### src/rtl/machine_line_decoder_if.sv
`default_nettype none
// ============================================================================
// Module   : machine_line_decoder_if
// Purpose  : Byte-stream inbound and decoded wiring outbound signals of the
//            machine line decoder.
// Revision : 1.0 - initial release
// ============================================================================
interface machine_line_decoder_if #(
  parameter int MAX_WIRING_WIDTH = 16
);
  logic                        inbound_valid;
  logic [7:0]                  inbound_data;
  logic                        end_of_file;
  logic                        end_of_line;
  logic                        wiring_valid;
  logic [MAX_WIRING_WIDTH-1:0] wiring_data;
  logic                        parse_error;

  modport master (
    output inbound_valid,
    output inbound_data,
    input  end_of_file,
    input  end_of_line,
    input  wiring_valid,
    input  wiring_data,
    input  parse_error
  );

  modport slave (
    input  inbound_valid,
    input  inbound_data,
    output end_of_file,
    output end_of_line,
    output wiring_valid,
    output wiring_data,
    output parse_error
  );
endinterface
`default_nettype wire

### src/rtl/machine_line_decoder.sv
`default_nettype none
// ============================================================================
// Module   : machine_line_decoder
// Purpose  : Parses ASCII machine lines ([lights] (buttons) {joltage}) into
//            wiring bitmasks, one byte per cycle, with line/file framing.
// Revision : 1.0 - initial release
// ============================================================================
module machine_line_decoder #(
  parameter int MAX_WIRING_WIDTH = 16
) (
  input  logic                    clk,
  input  logic                    rst_n,
  machine_line_decoder_if.slave   io_bus
);

  localparam int                          c_IDX_W   = $clog2(MAX_WIRING_WIDTH + 1);
  localparam int                          c_CALC_W  = c_IDX_W + 4;
  localparam logic [c_IDX_W-1:0]          c_IDX_MAX = '1;
  localparam logic [c_IDX_W-1:0]          c_WIDTH   = c_IDX_W'(MAX_WIRING_WIDTH);
  localparam logic [MAX_WIRING_WIDTH-1:0] c_ONE     = MAX_WIRING_WIDTH'(1);

  localparam logic [7:0] c_NUL    = 8'h00;
  localparam logic [7:0] c_LF     = 8'h0A;
  localparam logic [7:0] c_CR     = 8'h0D;
  localparam logic [7:0] c_SPACE  = 8'h20;
  localparam logic [7:0] c_HASH   = 8'h23;
  localparam logic [7:0] c_LPAREN = 8'h28;
  localparam logic [7:0] c_RPAREN = 8'h29;
  localparam logic [7:0] c_COMMA  = 8'h2C;
  localparam logic [7:0] c_DOT    = 8'h2E;
  localparam logic [7:0] c_LBRACK = 8'h5B;
  localparam logic [7:0] c_RBRACK = 8'h5D;
  localparam logic [7:0] c_LBRACE = 8'h7B;
  localparam logic [7:0] c_RBRACE = 8'h7D;

  typedef enum logic [2:0] {
    ST_GAP     = 3'd0,
    ST_LIGHTS  = 3'd1,
    ST_BUTTON  = 3'd2,
    ST_JOLTAGE = 3'd3,
    ST_SKIP    = 3'd4,
    ST_DONE    = 3'd5
  } state_t;

  state_t                      r_state,  w_state_nxt;
  logic [MAX_WIRING_WIDTH-1:0] r_acc,    w_acc_nxt;
  logic [c_IDX_W-1:0]          r_idx,    w_idx_nxt;
  logic                        r_dig,    w_dig_nxt;
  logic                        r_any,    w_any_nxt;
  logic                        r_line,   w_line_nxt;
  logic                        r_wvalid, w_wvalid_nxt;
  logic [MAX_WIRING_WIDTH-1:0] r_wdata,  w_wdata_nxt;
  logic                        r_eol,    w_eol_nxt;
  logic                        r_eof,    w_eof_nxt;
  logic                        r_eof_pend, w_eof_pend_nxt;
  logic                        r_perr,   w_perr_nxt;

  logic [7:0]                  w_byte;
  logic                        w_is_digit;
  logic                        w_in_group;
  logic [c_CALC_W-1:0]         w_idx_calc;
  logic [c_IDX_W-1:0]          w_idx_sat;
  logic [MAX_WIRING_WIDTH-1:0] w_bit;
  logic [MAX_WIRING_WIDTH-1:0] w_emit_data;
  logic                        w_emit;
  logic                        w_err;
  logic                        w_nl;
  logic                        w_clr;

  assign w_byte     = io_bus.inbound_data;
  assign w_is_digit = (w_byte >= 8'h30) && (w_byte <= 8'h39);
  assign w_in_group = (r_state == ST_LIGHTS) || (r_state == ST_BUTTON) ||
                      (r_state == ST_JOLTAGE);
  assign w_bit      = c_ONE << r_idx;

  // Index accumulates in a wider word and clamps so a long digit run never wraps
  assign w_idx_calc = ({4'b0000, r_idx} * c_CALC_W'(10)) + c_CALC_W'(w_byte[3:0]);
  assign w_idx_sat  = (w_idx_calc > c_CALC_W'(c_IDX_MAX)) ? c_IDX_MAX
                                                          : w_idx_calc[c_IDX_W-1:0];

  always_comb begin
    w_state_nxt    = r_state;
    w_acc_nxt      = r_acc;
    w_idx_nxt      = r_idx;
    w_dig_nxt      = r_dig;
    w_any_nxt      = r_any;
    w_line_nxt     = r_line;
    w_wvalid_nxt   = 1'b0;
    w_wdata_nxt    = r_wdata;
    w_eol_nxt      = 1'b0;
    w_eof_nxt      = r_eof | r_eof_pend;
    w_eof_pend_nxt = 1'b0;
    w_perr_nxt     = r_perr;
    w_emit_data    = r_acc;
    w_emit         = 1'b0;
    w_err          = 1'b0;
    w_nl           = 1'b0;
    w_clr          = 1'b0;

    if (io_bus.inbound_valid && (r_state != ST_DONE)) begin
      if (w_byte == c_NUL) begin
        // An errored line never closes with end_of_line, even at end of input
        if (r_line && (r_state != ST_SKIP)) begin
          w_eol_nxt      = 1'b1;
          w_eof_pend_nxt = 1'b1;
        end else begin
          w_eof_nxt = 1'b1;
        end
        if (w_in_group) begin
          w_perr_nxt = 1'b1;
        end
        w_state_nxt = ST_DONE;
        w_line_nxt  = 1'b0;
        w_clr       = 1'b1;
      end else begin
        case (r_state)
          ST_GAP: begin
            if (w_byte == c_LBRACK) begin
              w_state_nxt = ST_LIGHTS;
            end else if (w_byte == c_LPAREN) begin
              w_state_nxt = ST_BUTTON;
            end else if (w_byte == c_LBRACE) begin
              w_state_nxt = ST_JOLTAGE;
            end else if (w_byte == c_LF) begin
              w_nl = 1'b1;
            end else if ((w_byte != c_SPACE) && (w_byte != c_CR)) begin
              w_err = 1'b1;
            end
          end
          ST_LIGHTS: begin
            if ((w_byte == c_DOT) || (w_byte == c_HASH)) begin
              if (r_idx >= c_WIDTH) begin
                w_err = 1'b1;
              end else begin
                w_acc_nxt = (w_byte == c_HASH) ? (r_acc | w_bit) : (r_acc & ~w_bit);
                w_idx_nxt = r_idx + c_IDX_W'(1);
              end
            end else if (w_byte == c_RBRACK) begin
              w_emit = 1'b1;
            end else if (w_byte == c_LF) begin
              w_perr_nxt = 1'b1;
              w_nl       = 1'b1;
            end else begin
              w_err = 1'b1;
            end
          end
          ST_BUTTON: begin
            if (w_is_digit) begin
              if (w_idx_sat >= c_WIDTH) begin
                w_err = 1'b1;
              end else begin
                w_idx_nxt = w_idx_sat;
                w_dig_nxt = 1'b1;
              end
            end else if (w_byte == c_COMMA) begin
              if (!r_dig) begin
                w_err = 1'b1;
              end else begin
                w_acc_nxt = r_acc | w_bit;
                w_idx_nxt = '0;
                w_dig_nxt = 1'b0;
                w_any_nxt = 1'b1;
              end
            end else if (w_byte == c_RPAREN) begin
              // A trailing comma leaves no index to close; bare "()" is legal
              if (r_dig) begin
                w_emit_data = r_acc | w_bit;
                w_emit      = 1'b1;
              end else if (r_any) begin
                w_err = 1'b1;
              end else begin
                w_emit = 1'b1;
              end
            end else if (w_byte == c_LF) begin
              w_perr_nxt = 1'b1;
              w_nl       = 1'b1;
            end else begin
              w_err = 1'b1;
            end
          end
          ST_JOLTAGE: begin
            if (w_byte == c_RBRACE) begin
              w_state_nxt = ST_GAP;
            end else if (w_byte == c_LF) begin
              w_perr_nxt = 1'b1;
              w_nl       = 1'b1;
            end
          end
          ST_SKIP: begin
            if (w_byte == c_LF) begin
              w_state_nxt = ST_GAP;
              w_line_nxt  = 1'b0;
              w_clr       = 1'b1;
            end
          end
          default: begin
            w_state_nxt = r_state;
          end
        endcase
      end
    end

    if (w_emit) begin
      w_wvalid_nxt = 1'b1;
      w_wdata_nxt  = w_emit_data;
      w_line_nxt   = 1'b1;
      w_state_nxt  = ST_GAP;
      w_clr        = 1'b1;
    end
    if (w_err) begin
      w_perr_nxt  = 1'b1;
      w_state_nxt = ST_SKIP;
      w_clr       = 1'b1;
    end
    if (w_nl) begin
      w_eol_nxt   = r_line;
      w_line_nxt  = 1'b0;
      w_state_nxt = ST_GAP;
      w_clr       = 1'b1;
    end
    if (w_clr) begin
      w_acc_nxt = '0;
      w_idx_nxt = '0;
      w_dig_nxt = 1'b0;
      w_any_nxt = 1'b0;
    end
  end

  always_ff @(posedge clk or negedge rst_n) begin
    if (!rst_n) begin
      r_state    <= ST_GAP;
      r_acc      <= '0;
      r_idx      <= '0;
      r_dig      <= 1'b0;
      r_any      <= 1'b0;
      r_line     <= 1'b0;
      r_wvalid   <= 1'b0;
      r_wdata    <= '0;
      r_eol      <= 1'b0;
      r_eof      <= 1'b0;
      r_eof_pend <= 1'b0;
      r_perr     <= 1'b0;
    end else begin
      r_state    <= w_state_nxt;
      r_acc      <= w_acc_nxt;
      r_idx      <= w_idx_nxt;
      r_dig      <= w_dig_nxt;
      r_any      <= w_any_nxt;
      r_line     <= w_line_nxt;
      r_wvalid   <= w_wvalid_nxt;
      r_wdata    <= w_wdata_nxt;
      r_eol      <= w_eol_nxt;
      r_eof      <= w_eof_nxt;
      r_eof_pend <= w_eof_pend_nxt;
      r_perr     <= w_perr_nxt;
    end
  end

  assign io_bus.wiring_valid = r_wvalid;
  assign io_bus.wiring_data  = r_wdata;
  assign io_bus.end_of_line  = r_eol;
  assign io_bus.end_of_file  = r_eof;
  assign io_bus.parse_error  = r_perr;

endmodule
`default_nettype wire

### src/flat_wrapper.sv
// flat-port wrapper written by rule: the top's interface ports become plain ports
module machine_line_decoder_flat 
#(
  parameter int MAX_WIRING_WIDTH = 16
)
  (clk, rst_n, io_bus_inbound_valid, io_bus_inbound_data, io_bus_end_of_file, io_bus_end_of_line, io_bus_wiring_valid, io_bus_wiring_data, io_bus_parse_error);
  machine_line_decoder_if #(.MAX_WIRING_WIDTH(MAX_WIRING_WIDTH)) io_bus_i ();
  input  logic clk;
  input  logic rst_n;
  input wire logic [$bits(io_bus_i.inbound_valid)-1:0] io_bus_inbound_valid;
  input wire logic [$bits(io_bus_i.inbound_data)-1:0] io_bus_inbound_data;
  output wire logic [$bits(io_bus_i.end_of_file)-1:0] io_bus_end_of_file;
  output wire logic [$bits(io_bus_i.end_of_line)-1:0] io_bus_end_of_line;
  output wire logic [$bits(io_bus_i.wiring_valid)-1:0] io_bus_wiring_valid;
  output wire logic [$bits(io_bus_i.wiring_data)-1:0] io_bus_wiring_data;
  output wire logic [$bits(io_bus_i.parse_error)-1:0] io_bus_parse_error;
  assign io_bus_i.inbound_valid = io_bus_inbound_valid;
  assign io_bus_i.inbound_data = io_bus_inbound_data;
  assign io_bus_end_of_file = io_bus_i.end_of_file;
  assign io_bus_end_of_line = io_bus_i.end_of_line;
  assign io_bus_wiring_valid = io_bus_i.wiring_valid;
  assign io_bus_wiring_data = io_bus_i.wiring_data;
  assign io_bus_parse_error = io_bus_i.parse_error;
  machine_line_decoder #(.MAX_WIRING_WIDTH(MAX_WIRING_WIDTH)) u_core (.clk(clk), .rst_n(rst_n), .io_bus(io_bus_i));
endmodule
### config.mk
export PLATFORM = sky130hd
export DESIGN_NAME = machine_line_decoder_flat
export DESIGN_NICKNAME = d
export VERILOG_FILES = /design/src/rtl/machine_line_decoder_if.sv /design/src/rtl/machine_line_decoder.sv /design/src/flat_wrapper.sv
export SDC_FILE = /design/constraint.sdc
export NUM_CORES = 1
export LEC_CHECK = 0
export ABC_AREA = 1
export CAP_MARGIN = 40
export CORE_UTILIZATION = 45
export CTS_BUF_LIST = sky130_fd_sc_hd__clkbuf_8
export DETAILED_ROUTE_END_ITERATION = 12
export PLACE_DENSITY = 0.61
export SKIP_LAST_GASP = 1
export SYNTH_ARGS = -nofsm -noshare
export SYNTH_HDL_FRONTEND = slang
export SYNTH_SLANG_ARGS = --single-unit
export TNS_END_PERCENT = 30
### constraint.sdc
create_clock -name clk -period 4.5 [get_ports clk]
set_input_delay 0.9 -clock clk [delete_from_list [all_inputs] [get_ports clk]]
set_output_delay 0.9 -clock clk [all_outputs]
set_load 0.005 [all_outputs]
* Word level (Yosys, flattened, before mapping)
Index checks and enable logic that the tools add are counted. W data, S select, Z words.
Word-level totals: bits in registers 48, output and inout bits 20, logic and storage cells 218
Operators by class: add/subtract/negate cells 2, $mul 1, $lt $le $gt $ge 5, equality and inequality tests 38, shift-type cells 1, multiplexer cells 126, bitwise gates (word level) 4, reduce and logical (&&, ||, !) cells 29
Operators with widths (count):
- $mux W16 | 15
- $mux W1 | 84
- $mux W5 | 10
- $eq A8 B6 Y1 const B | 5
- $eq A8 B7 Y1 const B | 4
- $pmux W16 S2 | 1
- $mux W3 | 10
- $ne A4 B3 Y1 const B | 5
- $and A16 B16 Y16 | 1
- $not A16 Y16 | 1
- $or A16 B16 Y16 | 1
- $shl A1 B5 Y16 const A | 1
- $ne A3 B3 Y1 const B | 4
- $reduce_bool A4 Y1 | 3
- $ge A5 B5 Y1 const B | 2
- $pmux W5 S2 | 1
- $reduce_and A5 Y1 | 2
- $reduce_bool A2 Y1 | 5
- $add A9 B4 Y9 | 1
- $gt A9 B5 Y1 const B | 1
- $ne A3 B2 Y1 const B | 3
- $pmux W3 S3 | 1
- $reduce_and A9 Y1 | 1
- $reduce_bool A3 Y1 | 3
- 33 further kinds | 41

* Longest topological paths before layout
Gate-level depths: netlist of the first run.
depth after elaboration 14, mapped depth 17

* Worst setup path after synthesis of the first run
No wires, ideal clock.
path type in2reg, start point in io_bus_inbound_data[1], end point reg u_core.r_acc[10], arrival time 2.795 ns, required time 4.382 ns, path slack 1.587 ns, stages on the path 16, buffers on the path 1, path through ha_1 -> inv_1 -> fa_1 -> inv_1 -> nand3_1 -> nor2_1 -> nor2_1 -> nor2_1 -> nand3_1 -> nand3_1 -> nand2_1 -> nand2_2 -> nand4_4 -> buf_2 -> nand4_1 -> nand2_1
Between the ends: cells in the longest elaborated chain, start to end 14, elaborated cells on any way between the ends 79, classes of those cells add/sub (1); order compare (4); eq/ne (17); mux (50); reduce/logical (7)
RTL lines:
- from (decl) | RTL line flat_wrapper.sv:11 | input wire logic [$bits(io_bus_i.inbound_data)-1:0] io_bus_inbound_data;
- parallel branches: the longest is 14 deep, another holds $add A9 B4 Y9
- to (signal assigned) | RTL line machine_line_decoder.sv:245 | r_acc <= w_acc_nxt;
- to (decl) | RTL line machine_line_decoder.sv:46 | logic [MAX_WIRING_WIDTH-1:0] r_acc, w_acc_nxt;
Parallel ways; which one is timed is not known. The select of a mux whose other input is x is not followed. A chain may end at the register's enable or synchronous reset.

* Worst setup path in the final report of the first run
start point in io_bus_inbound_data[1], end point reg u_core.r_idx[3]
Between the ends: cells in the longest elaborated chain, start to end 14, elaborated cells on any way between the ends 79, classes of those cells add/sub (1); order compare (4); eq/ne (18); mux (49); reduce/logical (7)
RTL lines:
- parallel branches: the longest is 14 deep, another holds $add A9 B4 Y9
- to (signal assigned) | RTL line machine_line_decoder.sv:246 | r_idx <= w_idx_nxt;
- to (decl) | RTL line machine_line_decoder.sv:47 | logic [c_IDX_W-1:0] r_idx, w_idx_nxt;
Parallel ways; which one is timed is not known. The select of a mux whose other input is x is not followed.

==> impl_metrics.py, run 1 <==
metrics = {
    "outcome": {
        "status": "finished clean",
    },
    "global_route": {
        "grt_pass1_vias": 3434,
        "grt_max_degree": 49,
        "grt-ovfl-total": 0,
        "antenna_found_initial": 0,
        "grt_first_pass_wirelength_um": 16200,
        "grt_usage_pct": 23.6,
    },
    "worst_setup_path": {
        "critical_path.max_fanout": 18,
        "start_kind": "input port",
        "crit_chain": "clkdlybuf4s50_1 -> ha_1 -> inv_1 -> fa_1 -> inv_1 -> nand3_1 -> nor2_1 -> nor2_1 -> nor2_1 -> nand3_1 -> nand3_1 -> nand2_1 -> nand2_2 -> nand4_4 -> nand2_2 -> inv_2 -> nand2_1 -> nand2_1",
        "max_stage_delay_ps": 550,
        "slowest_stage": "clkdlybuf4s50_1",
        "crit_required_ps": 4710,
        "reg2reg_slack_ps": 1190,
        "path_class": "in -> reg",
        "cp.arrival_ps": 3830,
        "endpoint_kind": "register",
    },
    "route": {
        "wire_per_inst_um": 13.6,
        "viasPerCell": 5.42,
        "drt_iter0_markers": 244,
        "drtAntennaViolNets": 0,
        "routed_wl_um": 9210,
        "drc": 0,
        "drtPass1Iterations": 6,
        "num_vias": 3670,
    },
    "cells_and_area": {
        "n_antenna_cell": 0,
        "fin_cells": 677,
        "mostFrequentLayoutCells": "nand2_1, nor2_1, inv_1, o21ai_0, dfrtp_1",
        "drive_gt1_share_pct": 7.13,
        "nFillCells": 821,
        "syn_to_final_growth_pct": 13.1,
        "final_common_cell": "nand2_1",
        "seqCellArea_mm2": 0.00120,
        "multi_input_area_mm2": 0.00217,
        "layout.nets": 602,
    },
    "sta": {
        "period_share_pct": 80.6,
        "fin_skew_ps": 15.1,
        "slew_headroom_pct": 43.0,
        "final_period_minus_worst_setup_slack_ps": 3630,
        "fmax_mhz": 276,
        "final-hold-violation-count": 0,
        "report.final.slew_viol_count": 0,
        "worst_pin_slew_ps": 852,
        "rsz0062_at_grt": "no",
        "holdWs_ps": 484,
        "setup_viol": 0,
        "fin_tns_setup_ps": 0,
    },
    "placed_design": {
        "dp.cells": 669,
        "io_buffers": 30,
        "hpwl_um": 6750,
        "place_congestion": 0.873,
    },
    "clock_network": {
        "hold_buffers": 0,
        "cts_root_buffer": "clkbuf_8",
        "worstSkewPairLatency_ps": 320,
        "cts-resized-gates": 0,
        "tritoncts": "yes",
        "cts_setup_buffers": 0,
        "clk_path_buf_depth": 2,
        "cts_sinks": 48,
        "h-tree-depth": 2,
        "numCtsBuffers": 5,
        "clk_pin_slew_ps": 90,
    },
    "job": {
        "cap_violations": 0,
    },
    "synth": {
        "yosysSeqAreaShare_pct": 32.6,
        "netlist_instances": 552,
        "synth_edf_count": 0,
        "avgSynthCellArea_um2": 6.68,
        "synth_cell_type_count": 40,
        "synth-main-ff-cell": "dfrtp_1",
        "ys.warnings.count": 0,
        "syn-cell-area_mm2": 0.00369,
        "syn-num-nets": 580,
        "synthArstFlopShare_pct": 100,
        "ys_ff_latch": 48,
    },
    "floorplanning": {
        "ios": 31,
        "fp.coreArea_mm2": 0.00785,
        "fp.dieArea_mm2": 0.00857,
        "num_rows": 32,
        "die_height_um": 92.6,
        "start_util_pct": 47.0,
        "die_w_um": 92.6,
    },
    "pwr": {
        "p_leak_nw": 1.93,
        "ir_worst_vdd_mv": 0.263,
        "power_density_mw_per_mm2": 550,
    },
    "hold_path": {
        "hold_class": "reg -> reg",
    },
}
## state kept, by name, indices dropped and copies added (netlist names), 3 cells and up
signal and count:
u_core.io_bus.wiring_data 16, u_core.r_acc 16, u_core.r_idx 5, u_core.r_state 3
## report_power, final
group | switching [mW] | internal (mW) | leakage [nW]
registers | 0.113 | 0.532 | 0.640
clock network | 0.160 | 0.168 | 0.0548
logic | 0.867 | 0.456 | 1.23
## synth_stat cells (2+ instances only)
master	n	area share [%]
nand2_1	155	16
nor2_1	79	8.0
inv_1	52	5.3
o21ai_0	51	6.9
dfrtp_1	48	33
nand3_1	41	5.6
nand4_1	32	5.4
ha_1	15	5.1
a31oi_1	12	2.0
clkbuf_1	11	1.1
buf_2	7	0.95
a21oi_1	6	0.81
inv_2	5	0.51
nand2_2	4	0.68
nor2_2	4	0.68
nand3b_1	3	0.61
fa_1	2	1.1
nand4_4	2	1.2
o211ai_1	2	0.41
## metal layers
layer	part of all wire (%)	GRT usage [%]	up-vias
met3	5.4	3.04	15
li1	-	-	1860
met2	45	37.7	121
met4	1.6	5.99	0
met5	0	0	-
met1	48	33.7	1674
## cells by family after synthesis
kind of cell / Yosys count / share of synthesized area (%)
AND/OR/NAND/NOR: 328 / 40.3
buffers and inverters: 79 / 8.61
XOR/XNOR: 1 / 0.237
flip-flops: 48 / 32.6
AO/OA/AOI/OAI: 79 / 12.1
adder cells (fa/ha/maj): 17 / 6.17
## metrics by stage
| stage | area (µm²) | utilization (%) | worst slack [ps] | power, mW |
|---|---|---|---|---|
| 2_1_floorplan | 3690 | - | 1590 | 1.67 |
| 3_3_place_gp | 4060 | 51.7 | 675 | 1.95 |
| 3_5_place_dp | 4060 | 51.7 | 580 | 1.96 |
| 4_1_cts | 4170 | 53.2 | 916 | 2.30 |
| 5_1_grt | 4170 | 53.2 | 579 | 2.55 |
| 6_report | 4170 | 53.2 | 872 | 2.30 |
## final timing paths
check                                       start  cells past startpoint                    endpoint
max in group asynchronous                   rst_n                      2             u_core.r_idx[0]
max                        io_bus_inbound_data[1]                     18             u_core.r_idx[3]
min                                  u_core.r_any                      2                u_core.r_any
max reg2reg                       u_core.r_idx[1]                     16             u_core.r_idx[3]
min reg2reg                          u_core.r_any                      2                u_core.r_any
min in group asynchronous                   rst_n                      2  u_core.io_bus.wiring_valid
## worst max-delay path, delay by kind of cell
kind / cells / cell delay, ps
AND/OR/NAND/NOR: 12 / 1530
buffers and inverters: 4 / 770
adder cells (fa/ha/maj): 2 / 640
## area by class of cell
type                            count  share of cell area (%)
Clock buffer                        5                    1.65
Clock inverter                      3                    1.11
Inverter                           58                    5.25
Multi-Input combinational cell    425                    52.0
Sequential cell                    48                    28.8
Tap cell                          102                    3.06
Timing Repair Buffer               36                    8.15
(Power assumes the default switching activity.)
==> run 2: changes to the inputs <==
clock period = 3.6 ns   (was 4.5 ns; I/O delays follow)
==> run 2 against run 1 <==
  * First-iteration DRC count increased by 0.82%
  * Routed wire length up 3.1%
  * Highest routed layer unchanged
  * Non-clock buffer count rose by 7
  * Sequential share of layout area shrank 0.59 points
  * Critical path depth is 1 lower
  * Critical path type unchanged
  * Sequential cell count unchanged
  * Sequential power is 24% higher
  * Via count down 0.27%
  * Utilization up 1.1 points
  * Die area did not move
  * Clock power grew 47%
  * Design area up 2.1%
==> impl_metrics.py, run 2 (same netlist as run 1, synthesis figures left out) <==
metrics = {
    "sta": {
        "setup_viol": 0,
        "final-hold-violation-count": 0,
        "fin_skew_ps": 6.95,
        "worst_pin_slew_ps": 775,
        "report.final.slew_viol_count": 0,
        "slew_headroom_pct": 48.3,
        "period_share_pct": 87.6,
        "fmax_mhz": 317,
        "rsz0062_at_grt": "no",
        "fin_tns_setup_ps": 0,
        "final_period_minus_worst_setup_slack_ps": 3160,
    },
    "cells_and_area": {
        "n_antenna_cell": 0,
        "layout.nets": 609,
        "drive_gt1_share_pct": 8.25,
        "post-route-util_pct": 54.3,
        "mostFrequentLayoutCells": "nand2_1, nor2_1, inv_1, o21ai_0, dfrtp_1",
        "fin_cells": 684,
        "stdcell_area_mm2": 0.00426,
        "final_common_cell": "nand2_1",
        "syn_to_final_growth_pct": 15.5,
        "nFillCells": 789,
    },
    "route": {
        "wire_per_inst_um": 13.9,
        "viasPerCell": 5.35,
        "num_vias": 3660,
        "drc": 0,
        "routed_wl_um": 9490,
        "drtPass1Iterations": 4,
        "drtAntennaViolNets": 0,
        "drt_iter0_markers": 246,
    },
    "clock_network": {
        "cts_sinks": 48,
        "clk_path_buf_depth": 2,
        "h-tree-depth": 2,
        "tritoncts": "yes",
        "numCtsBuffers": 5,
        "clk_pin_slew_ps": 90,
        "hold_buffers": 0,
        "cts_setup_buffers": 0,
        "cts-resized-gates": 0,
        "cts_root_buffer": "clkbuf_8",
        "worstSkewPairLatency_ps": 310,
    },
    "placed_design": {
        "placed_cell_area_mm2": 0.00412,
        "hpwl_um": 6990,
        "place_congestion": 0.895,
        "io_buffers": 30,
        "dp.cells": 676,
    },
    "worst_setup_path": {
        "path_class": "in -> reg",
        "worstReg2RegEnd": "u_core.r_acc[9]",
        "crit_chain": "clkdlybuf4s50_1 -> ha_1 -> inv_1 -> fa_1 -> inv_1 -> nand3_1 -> nor2_1 -> nor2_1 -> nor2_1 -> nand3_1 -> nand3_1 -> nand2_1 -> nand2_2 -> nand4_4 -> buf_4 -> nand4_1 -> nand2_1",
        "max_stage_delay_ps": 480,
        "endpoint_kind": "register",
        "start_kind": "input port",
        "critical_path.max_fanout": 12,
        "reg2reg_depth": 15,
        "r2r-start": "u_core.r_idx[1]",
        "crit_start": "io_bus_inbound_data[1]",
        "crit_required_ps": 3800,
        "slowest_stage": "clkdlybuf4s50_1",
        "cp.arrival_ps": 3360,
        "reg2reg_slack_ps": 520,
    },
    "pwr": {
        "p_leak_nw": 1.98,
        "p_seq_share_pct": 26.4,
        "swShare_pct": 48.6,
        "ir_worst_vdd_mv": 0.355,
        "netSwitchingPower_mw": 1.46,
        "power.internal_mw": 1.55,
        "power_density_mw_per_mm2": 708,
        "pwr-share-clk_pct": 16.0,
        "combPwrFrac_pct": 57.6,
    },
    "hold_path": {
        "hold_path_depth": 1,
        "min_to": "u_core.io_bus.end_of_file",
        "hold_class": "reg -> reg",
        "hp-start": "u_core.r_eof_pend",
    },
    "floorplanning": {
        "die_w_um": 92.6,
        "die_height_um": 92.6,
        "fp.dieArea_mm2": 0.00857,
        "num_rows": 32,
        "ios": 31,
        "start_util_pct": 47.0,
        "fp.coreArea_mm2": 0.00785,
    },
    "global_route": {
        "grt-ovfl-total": 0,
        "grt_first_pass_wirelength_um": 16400,
        "grt_max_degree": 38,
        "grt_pass1_vias": 3387,
        "grt_usage_pct": 23.8,
        "antenna_found_initial": 0,
    },
    "outcome": {
        "status": "finished clean",
    },
    "job": {
        "cap_violations": 0,
    },
}
==> run 2: cell count changes in the layout (fill, tap and decap cells not counted) <==
cell / delta
bufinv_16: +1
buf_4: +6
clkinvlp_4: -1
buf_12: +1
==> run 2: cell type report <==
type	count	area [µm²]	share of cell area [%]
Multi-Input combinational cell	425	2170	50.9
Sequential cell	48	1200	28.2
Timing Repair Buffer	43	405	9.51
Inverter	58	219	5.14
Tap cell	102	128	2.99
Clock buffer	5	68.8	1.61
Clock inverter	3	68.8	1.61
==> run 2: critical path: cells and delay by family <==
| kind | cells | cell delay (ps) |
|---|---|---|
| simple gates | 11 | 1120 |
| fa+ha+maj | 2 | 630 |
| buf+inv | 4 | 900 |
==> run 2: how the worst max path moves through the flow <==
stage,end,slack (ps),depth (start not counted)
after floorplan,u_core.r_acc[10],870,16
after global placement,u_core.r_acc[7],250,18
after detailed placement,u_core.r_acc[5],140,17
after CTS,u_core.r_acc[14],480,17
after global routing,u_core.r_acc[15],150,18
final,u_core.r_acc[9],440,17
==> run 2: metrics by stage <==
stage	hold slack (ps)	setup slack (ps)	total power [mW]
4_1_cts	469	477	3.01
3_5_place_dp	446	140	2.51
3_3_place_gp	435	248	2.49
5_1_grt	504	149	3.31
2_1_floorplan	424	867	2.09
6_report	463	445	3.02
==> run 2: layer usage <==
layer | track usage [%] | vias up | wire, µm
met5 | 0 | - | 0
met3 | 3.12 | 13 | 280
met2 | 37.1 | 67 | 4200
met1 | 34.8 | 1698 | 4910
met4 | 5.73 | 0 | 107
li1 | - | 1882 | -
==> run 2: power groups by stage <==
stage / logic, mW / clock network [mW] / registers (mW)
4_1_cts: 1.72 / 0.491 / 0.795
3_3_place_gp: 1.69 / 0 / 0.803
5_1_grt: 1.98 / 0.515 / 0.815
2_1_floorplan: 1.34 / 0 / 0.752
3_5_place_dp: 1.71 / 0 / 0.805
6_report: 1.74 / 0.483 / 0.797
==> run 3: changes to the inputs <==
ABC_CLOCK_PERIOD_IN_PS = 3600   (was not set)
SLEW_MARGIN = 40   (was not set)
==> run 3 against run 2 <==
  * Power barely moved
  * Die area did not move
  * Sequential share of layout area barely moved
  * Combinational power barely moved
  * Sequential power barely moved
==> impl_metrics.py, run 3 (same netlist as run 1, synthesis figures left out) <==
metrics = {
    "route": {
        "wire_per_inst_um": 13.9,
        "num_vias": 3661,
        "drtAntennaViolNets": 0,
        "drtPass1Iterations": 4,
        "routed_wl_um": 9490,
        "drt_iter0_markers": 246,
        "drc": 0,
        "viasPerCell": 5.35,
    },
    "global_route": {
        "antenna_found_initial": 0,
        "grt_usage_pct": 23.8,
        "grt-ovfl-total": 0,
        "grt_pass1_vias": 3387,
        "grt_first_pass_wirelength_um": 16400,
        "grt_max_degree": 38,
    },
    "cells_and_area": {
        "nFillCells": 788,
        "fin_cells": 684,
        "multi_input_area_mm2": 0.00217,
        "mostFrequentLayoutCells": "nand2_1, nor2_1, inv_1, o21ai_0, dfrtp_1",
        "seqCellArea_mm2": 0.00120,
        "layout.nets": 609,
        "syn_to_final_growth_pct": 15.6,
        "stdcell_area_mm2": 0.00426,
        "drive_gt1_share_pct": 8.25,
        "final_common_cell": "nand2_1",
        "n_antenna_cell": 0,
    },
    "pwr": {
        "swShare_pct": 48.6,
        "combPwrFrac_pct": 57.6,
        "pwr-share-clk_pct": 16.0,
        "p_leak_nw": 1.98,
        "netSwitchingPower_mw": 1.46,
        "power_mw": 3.02,
        "power.internal_mw": 1.55,
        "p_seq_share_pct": 26.4,
        "ir_worst_vdd_mv": 0.355,
        "power_density_mw_per_mm2": 707,
    },
    "clock_network": {
        "cts_sinks": 48,
        "clk_path_buf_depth": 2,
        "numCtsBuffers": 5,
        "h-tree-depth": 2,
        "tritoncts": "yes",
        "clk_pin_slew_ps": 100,
        "worstSkewPairLatency_ps": 310,
        "cts_setup_buffers": 0,
        "cts-resized-gates": 0,
        "hold_buffers": 0,
        "cts_root_buffer": "clkbuf_8",
    },
    "sta": {
        "rsz0062_at_grt": "no",
        "slew_headroom_pct": 60.0,
        "worst_pin_slew_ps": 599,
        "fmax_mhz": 317,
        "report.final.slew_viol_count": 0,
        "setup_viol": 0,
        "final-hold-violation-count": 0,
        "final_period_minus_worst_setup_slack_ps": 3160,
        "fin_tns_setup_ps": 0,
        "period_share_pct": 87.6,
        "fin_skew_ps": 6.84,
    },
    "worst_setup_path": {
        "worstReg2RegEnd": "u_core.r_acc[9]",
        "cp_top_family": "simple AND/OR/NAND/NOR gates",
        "path_depth": 17,
        "cp.arrival_ps": 3360,
        "crit_chain": "clkdlybuf4s50_1 -> ha_1 -> inv_1 -> fa_1 -> inv_1 -> nand3_1 -> nor2_1 -> nor2_1 -> nor2_1 -> nand3_1 -> nand3_1 -> nand2_1 -> nand2_2 -> nand4_4 -> buf_4 -> nand4_1 -> nand2_1",
        "crit_start": "io_bus_inbound_data[1]",
        "r2r-start": "u_core.r_idx[1]",
        "reg2reg_slack_ps": 520,
        "endpoint_kind": "register",
        "start_kind": "input port",
        "max_stage_delay_ps": 480,
        "worst-path-buf-inv": 4,
        "path_class": "in -> reg",
        "reg2reg_depth": 15,
        "crit_end": "u_core.r_acc[9]",
        "slowest_stage": "clkdlybuf4s50_1",
        "crit_required_ps": 3800,
        "critical_path.max_fanout": 12,
    },
    "floorplanning": {
        "die_w_um": 92.6,
        "fp.coreArea_mm2": 0.00785,
        "num_rows": 32,
        "ios": 31,
        "fp.dieArea_mm2": 0.00857,
        "die_height_um": 92.6,
        "start_util_pct": 47.0,
    },
    "outcome": {
        "status": "finished clean",
    },
    "placed_design": {
        "io_buffers": 30,
        "hpwl_um": 6990,
        "place_congestion": 0.895,
        "dp.cells": 676,
        "placed_cell_area_mm2": 0.00412,
    },
    "hold_path": {
        "hold_class": "in -> async",
    },
    "job": {
        "cap_violations": 0,
    },
}
[run 3: cell counts in the layout (fill, tap and decap cells not counted)]
Identical to the previous run, type by type.
[run 3: metrics by stage]
step | worst slack [ps] | util (%) | hold slack [ps]
global placement | 248 | 52.6 | 435
CTS | 477 | 54.3 | 469
detailed placement | 140 | 52.6 | 446
global route | 149 | 54.3 | 371
finish | 445 | 54.3 | 350
floorplan | 867 | - | 424
[run 3: cell type report]
class / count / area share, %
flip-flops and latches: 48 / 28.2
clock inverters: 3 / 1.61
inverters: 58 / 5.13
well taps: 102 / 2.99
repair buffers: 43 / 9.57
multi-input cells: 425 / 50.9
clock buffers: 5 / 1.61
[run 3: how the worst min path moves through the flow]
stage	startpoint	to	slack, ps	cells after the start
detailed placement	u_core.r_eof_pend	u_core.io_bus.end_of_file	450	1
finish	rst_n	u_core.io_bus.wiring_data[13]	350	1
global placement	u_core.r_eof_pend	u_core.io_bus.end_of_file	430	1
floorplan	rst_n	u_core.io_bus.end_of_file	420	0
CTS	u_core.r_eof_pend	u_core.io_bus.end_of_file	470	1
global route	rst_n	u_core.io_bus.wiring_data[0]	370	1
[run 3: power groups by stage]
stage               Clock, mW  Combinational, mW  Sequential, mW
finish                  0.483               1.74           0.797
global route            0.515               1.98           0.815
CTS                     0.491               1.72           0.795
detailed placement          0               1.71           0.805
global placement            0               1.69           0.803
floorplan                   0               1.34           0.752
[run 3: metal layers]
metal	part of all wire, %	wire [µm]	global-route usage, %	vias up
met2	44	4200	37.1	67
met4	1.1	107	5.73	0
met3	2.9	280	3.12	13
met1	52	4910	34.8	1700
li1	-	-	-	1881
met5	0	0	0	-
